### src/rtl/multicycle_main_fsm.sv
// rtl/multicycle_main_fsm.sv - main control FSM of the multi-cycle RV32I core
// Optional MEM_HANDSHAKE_EN adds mem_ready and stalls FETCH/MEMREAD/MEMWRITE until it is high.
module multicycle_main_fsm #(
    parameter bit HALT_ON_ILLEGAL = 1'b1
) (
    input  logic       clk,
    input  logic       rst_n,
    input  logic [6:0] op,
    input  logic       Zero,
`ifdef MEM_HANDSHAKE_EN
    input  logic       mem_ready,
`endif
    output logic       PCWrite,
    output logic       AdrSrc,
    output logic       MemWrite,
    output logic       IRWrite,
    output logic [1:0] ResultSrc,
    output logic [1:0] ALUSrcA,
    output logic [1:0] ALUSrcB,
    output logic [1:0] ALUOp,
    output logic       RegWrite,
    output logic [1:0] ImmSrc,
    output logic       instr_done,
    output logic       halted
);

    typedef enum logic [3:0] {
        S_FETCH    = 4'd0,
        S_DECODE   = 4'd1,
        S_MEMADR   = 4'd2,
        S_MEMREAD  = 4'd3,
        S_MEMWB    = 4'd4,
        S_MEMWRITE = 4'd5,
        S_EXECR    = 4'd6,
        S_EXECI    = 4'd7,
        S_ALUWB    = 4'd8,
        S_BEQ      = 4'd9,
        S_JAL      = 4'd10,
        S_HALT     = 4'd11,
        S_JALWB    = 4'd12
    } state_t;

    state_t state_q, state_d;
    logic   rdy;
    logic   pc_update, branch, ir_c, mw_c, rw_c, done_c, halt_c;

`ifdef MEM_HANDSHAKE_EN
    assign rdy = mem_ready;
`else
    assign rdy = 1'b1;
`endif

    always_ff @(posedge clk or negedge rst_n) begin
        if (!rst_n) state_q <= S_FETCH;
        else        state_q <= state_d;
    end

    always_comb begin
        state_d   = S_FETCH;
        pc_update = 1'b0;
        branch    = 1'b0;
        ir_c      = 1'b0;
        mw_c      = 1'b0;
        rw_c      = 1'b0;
        done_c    = 1'b0;
        halt_c    = 1'b0;
        AdrSrc    = 1'b0;
        ResultSrc = 2'b00;
        ALUSrcA   = 2'b00;
        ALUSrcB   = 2'b00;
        ALUOp     = 2'b00;
        unique case (state_q)
            S_FETCH: begin
                ir_c      = rdy;
                pc_update = rdy;
                ALUSrcB   = 2'b10;
                ResultSrc = 2'b10;
                state_d   = rdy ? S_DECODE : S_FETCH;
            end
            S_DECODE: begin
                ALUSrcA = 2'b01;
                ALUSrcB = 2'b01;
                case (op)
                    7'b0000011, 7'b0100011: state_d = S_MEMADR;
                    7'b0110011:             state_d = S_EXECR;
                    7'b0010011:             state_d = S_EXECI;
                    7'b1100011:             state_d = S_BEQ;
                    7'b1101111:             state_d = S_JAL;
                    default:                state_d = HALT_ON_ILLEGAL ? S_HALT : S_FETCH;
                endcase
            end
            S_MEMADR: begin
                ALUSrcA = 2'b10;
                ALUSrcB = 2'b01;
                state_d = op[5] ? S_MEMWRITE : S_MEMREAD;
            end
            S_MEMREAD: begin
                AdrSrc  = 1'b1;
                state_d = rdy ? S_MEMWB : S_MEMREAD;
            end
            S_MEMWB: begin
                ResultSrc = 2'b01;
                rw_c      = 1'b1;
                done_c    = 1'b1;
            end
            // MemWrite is held across stall cycles; retirement waits for ready
            S_MEMWRITE: begin
                AdrSrc  = 1'b1;
                mw_c    = 1'b1;
                done_c  = rdy;
                state_d = rdy ? S_FETCH : S_MEMWRITE;
            end
            S_EXECR: begin
                ALUSrcA = 2'b10;
                ALUOp   = 2'b10;
                state_d = S_ALUWB;
            end
            S_EXECI: begin
                ALUSrcA = 2'b10;
                ALUSrcB = 2'b01;
                ALUOp   = 2'b10;
                state_d = S_ALUWB;
            end
            S_ALUWB: begin
                rw_c   = 1'b1;
                done_c = 1'b1;
            end
            S_BEQ: begin
                ALUSrcA = 2'b10;
                ALUOp   = 2'b01;
                branch  = 1'b1;
                done_c  = 1'b1;
            end
            S_JAL: begin
                ALUSrcA   = 2'b01;
                ALUSrcB   = 2'b10;
                pc_update = 1'b1;
                done_c    = 1'b1;
                state_d   = S_JALWB;
            end
            // Writeback of rd = PC+4 after jal; the instruction already retired in JAL
            S_JALWB: rw_c = 1'b1;
            S_HALT: begin
                halt_c  = 1'b1;
                state_d = S_HALT;
            end
            default: state_d = S_FETCH;
        endcase
    end

    always_comb begin
        case (op)
            7'b0100011: ImmSrc = 2'b01;
            7'b1100011: ImmSrc = 2'b10;
            7'b1101111: ImmSrc = 2'b11;
            default:    ImmSrc = 2'b00;
        endcase
    end

    // Reset gates the write enables so no partial write follows the falling edge of rst_n
    assign PCWrite    = rst_n & (pc_update | (branch & Zero));
    assign IRWrite    = rst_n & ir_c;
    assign MemWrite   = rst_n & mw_c;
    assign RegWrite   = rst_n & rw_c;
    assign instr_done = rst_n & done_c;
    assign halted     = rst_n & halt_c;

endmodule
### config.mk
export PLATFORM = sky130hd
export DESIGN_NAME = multicycle_main_fsm
export DESIGN_NICKNAME = d
export VERILOG_FILES = /design/src/rtl/multicycle_main_fsm.sv
export SDC_FILE = /design/constraint.sdc
export NUM_CORES = 1
export LEC_CHECK = 0
export CAP_MARGIN = 20
export CORE_AREA = 4 4 41 43
export DETAILED_ROUTE_END_ITERATION = 6
export DIE_AREA = 0 0 45 47
export HOLD_SLACK_MARGIN = 0.02
export PLACE_DENSITY = 0.73
export SLEW_MARGIN = 20
export SYNTH_ARGS = -nofsm -noshare
export SYNTH_HDL_FRONTEND = slang
export SYNTH_SLANG_ARGS = --single-unit
### constraint.sdc
create_clock -name clk -period 1.5 [get_ports clk]
set_input_delay 0.225 -clock clk [delete_from_list [all_inputs] [get_ports clk]]
set_output_delay 0.225 -clock clk [all_outputs]
set_load 0.01 [all_outputs]
# Yosys cells after proc, flatten, opt, wreduce, memory -nomap -nowiden
# Cells that the tools add are included.
[classes]
reduce_logical = 10
muxes = 16
eq_ne = 18
bitwise_logic = 8
[ops]
columns = ["operator", "n"]
rows = [
  ["one-hot mux 4 bit (7 select lines)", 1],
  ["== test 4 bit (second input constant)", 5],
  ["one-hot mux 4 bit (5 select lines)", 1],
  ["== test 4 x 3 -> 1 bit (second input constant)", 4],
  ["one-hot mux 2 bit (2 select lines)", 4],
  ["== test 7 x 6 -> 1 bit (second input constant)", 2],
  ["== test 7 bit (second input constant)", 2],
  ["OR reduction 2 bit", 5],
  ["== test 4 x 2 -> 1 bit (second input constant)", 2],
  ["two-way mux 1 bit", 8],
  ["AND 1 bit", 7],
  ["== test 7 x 2 -> 1 bit (second input constant)", 1],
  ["== test 7 x 5 -> 1 bit (second input constant)", 1],
  ["one-hot mux 2 bit (3 select lines)", 1],
  ["OR reduction 3 bit", 2],
  ["OR reduction 5 bit", 1],
  ["== test 4 x 1 -> 1 bit (second input constant)", 1],
  ["zero test 4 bit", 1],
  ["OR reduction 4 bit", 1],
  ["two-way mux 3 bit", 1],
  ["OR 1 bit", 1],
]
[word_totals]
input_bits = 10
elab_cells = 53
ff_bits = 4

# Depth between registers and ports, before layout
[logic_depth]
ltp_word = 5
ltp_mapped = 5
ltp_nobuf = 4

# Worst setup path before layout
# OpenSTA, ideal clock, no wires.
[synth_path]
kind = "register -> output"
from = "register state_q[3]"
to = "output IRWrite"
setup_slack_ps = 7
required_time_ps = 1275
arrival_ps = 1268
path_stages_with_launch = 4
n_path_buf = 1
cell_sequence = "dfrtp_1 buf_2 nor4_1 and2_1"
[synth_between]
elab_chain_len = 3
[synth_lines]
columns = ["item", "line", "source"]
rows = [
  ["start, declared", "43", "state_t state_q, state_d;"],
  ["start signal, assigned", "55", "else state_q <= state_d;"],
  ["zero test 4 bit", "72", "unique case (state_q)"],
  ["two-way mux 1 bit", "72", ""],
  ["AND 1 bit", "162", "assign IRWrite = rst_n & ir_c;"],
  ["end, declared", "16", "output logic IRWrite,"],
]
# No other way between the ends.

# Worst setup path after layout
[layout_path]
from = "register state_q[3]"
to = "output ALUSrcA[0]"
[layout_between]
elab_chain_len = 3
word_cells_on_any_way = 9
cone_classes = "6 x eq/ne; 1 x mux; 2 x reduce/logical"
[layout_lines]
columns = ["item", "line", "source"]
rows = [
  ["== test 4 bit (tied with other cells)", "72", ""],
  ["OR reduction 4 bit (no line) or OR reduction 2 bit (tied branches)", "-", ""],
  ["one-hot mux 2 bit (2 select lines) (*)", "72", ""],
  ["end, declared", "18", "output logic [1:0] ALUSrcA,"],
]
# Every way passes the cells marked *; elsewhere a longest branch is shown, timed or not.

==> flow_summary.ini <==
[synthesis]
synth_cells = 67
synth_commonest_cells = nor3_1 (10), a21oi_1 (6), buf_2 (5), inv_1 (5), nand2_1 (5)
netlist-cell-type-count = 27
synth_top_area_cell = dfrtp_1
ys_seq_area_share_pct = 21.9
synth_edf_count = 0
async_flop_share_pct = 100
synthTopCellsByArea = dfrtp_1 (22%), nor3_1 (11%), a21oi_1 (6.6%), buf_2 (5.5%), inv_1 (4.1%)
yosysMostFrequentCell = nor3_1
synth_top_area_share_pct = 21.9
syn-num-nets = 77
synth-seq-cells = 4
synth_flop_cell = dfrtp_1
netlist_area_um2 = 458
ys_warn_count = 0
avgSynthCellArea_um2 = 6.83

[critical_path]
rrSetupSlack_ns = 0.08
ff2ff_path_depth = 5
cp_max_fo = 7
crit_end = ALUSrcA[0]
cp.arrival_ns = 1.45
critPathSlowestCell = dfrtp_2
reg2reg_from = state_q[1]
r2r_end = state_q[1]
cp.required_ns = 1.27
crit_path_start_kind = flop
critPathKind = flop to output pin
worst_setup_path_end_kind = output pin
cpPeakStageDelay_ns = 0.46
cp_cell_sequence = buf_4, or3_1, a21oi_1, buf_2
crit_start = state_q[3]

[finish]
n_antenna_cell = 0
largest_reg_flops = 4
top_register = state_q
fin_cells = 143
areaGrowthSynthToFinish_pct = 141
drive_gt1_share_pct = 68.0
final_cell_area_um2 = 1100
fin_nets = 140
top_regs = state_q (4)

[global_route]
grt_max_degree = 11
gr-usage-met2_pct = 45.2
globalRoute.busiestLayer = met2
met3_usage_pct = 2.68
gr-total-overflow = 0
antenna_found_initial = 0
grt_pass1_wl_um = 3200
grt_pass1_vias = 767
grt_use_total_pct = 21.0
grtUsageMet1_pct = 19.9

[placement]
place.detailed.hpwl_um = 1240
place_inst = 128
io_buffers = 26
dp_worst_setup_slack_ns = -0.715
gp_congestion = 0.830
place_area_um2 = 900

[detailed_routing]
final_antenna_net_count = 0
vias = 740
avgViaCountPerCell = 5.17
drtIter0Drc = 4
routed_wl_um = 2100
routedWlPerCell_um = 14.7
drt_pass1_iterations = 4
drc = 0

[clock_network]
htreeDepth = 1
root_buffer = clkbuf_4
clockBufferDepth = 2
cts_buffers = 3
tritoncts = yes
clock_latency_ns = 0.24
cts_hold_buf = 0
path_clk_slew_ns = 0.04
clock-sinks = 4

[floorplanning]
rows = 13
boundaryPins = 27
die_area_um2 = 2120
die_height_um = 47
start_util_pct = 35.2
core_um2 = 1300
die_w_um = 45

[timing]
rsz0062_at_grt = true
fmax_mhz = 595
slew_headroom_pct = 82.5
final_max_slew_viol_count = 0
setup_ws_ns = -0.179
setup_viol = 10
hold_violations = 0
min_period_ns = 1.68
tightest_slew_ns = 0.261
skew_ns = 0.00606
post-route-period-util_pct = 112

[power_and_ir_drop]
leakage_nw = 0.560
finalPower_mw = 2.30
irDropWorstVdd_uv = 1320
p_per_area_nw_per_um2 = 2080

[status]
status = finished, violations left
violations = negative setup slack

[hold_path]
hp-class = primary input to async pin

[run]
drv_cap = 0
-- worst min-delay path by stage --
stage | end | from | slack, ns | cells after the start
after floorplan | state_q[0] | rst_n | -0.07 | 0
after global placement | state_q[3] | rst_n | 0.56 | 2
after detailed placement | state_q[1] | rst_n | 0.56 | 2
after CTS | state_q[2] | rst_n | 0.30 | 2
after global routing | state_q[2] | rst_n | 0.36 | 2
final | state_q[2] | rst_n | 0.34 | 2
-- stage by stage --
| step | utilization, % | hold WS (ns) | setup TNS (ns) |
|---|---|---|---|
| 3_5_place_dp | 69.1 | 0.560 | -5.43 |
| 4_1_cts | 82.8 | 0.304 | -1.03 |
| 2_1_floorplan | - | -0.0706 | 0 |
| 3_3_place_gp | 69.1 | 0.556 | -5.04 |
| 5_1_grt | 84.8 | 0.357 | -1.65 |
| 6_report | 84.8 | 0.345 | -1.15 |
-- repair_timing --
| item | CTS | global route |
|---|---|---|
| pin swaps | 11 | 10 |
| endpoints found under the setup margin | 18 | 18 |
| setup buffers | 13 | 2 |
| gates resized for setup | 109 | 14 |
-- critical path: cells and delay by family, from the launching register on --
| family | cells | cell delay (ns) |
|---|---|---|
| flops | 1 | 0.46 |
| buf+inv | 2 | 0.31 |
| simple gates | 1 | 0.31 |
| compound gates | 1 | 0.14 |
-- routing by layer --
layer	wire, um	vias up
li1	-	367
met1	769	345
met2	1210	24
met3	91	4
met4	36	0
met5	0	-
-- where the power goes --
| group | switching (mW) | internal [mW] |
|---|---|---|
| combinational | 0.899 | 0.966 |
| sequential | 0.123 | 0.170 |
| clock | 0.0488 | 0.0897 |
-- placed cells by master (no fill, tap or decap), drive strengths merged --
cell type      instances
or2                    1
nand3                  1
clkdlybuf4s50          2
a41oi                  1
nand2b                 2
nand4                  1
o21ai                  3
a21o                   1
nor3                  10
a2bb2oi                1
nor3b                  1
dlymetal6s2s           3
nor4                   2
xnor2                  2
nor2                   4
o211ai                 2
inv                    5
o31ai                  1
or3                    3
xor2                   1
a21oi                  6
dlygate4sd2            2
nand2                  5
a32o                   1
nor2b                  1
a31oi                  1
clkbuf                 5
and2                   2
buf                   54
dfrtp                  4
-- logic make-up after synthesis --
logic type             after synthesis  synth area share (%)
AND/OR/NAND/NOR                     33                  39.1
AO/OA/AOI/OAI                       17                  23.8
buffers and inverters               10                  9.56
flip-flops                           4                  21.9
XOR/XNOR                             3                  5.74
-- layout make-up --
cell class	count	area, um^2
clock buffer	3	22.5
fill	81	198
inverter	5	21.3
multi-input combinational	53	459
sequential	4	104
tap	15	18.8
timing repair buffer	63	478
(Power assumes the default switching activity.)
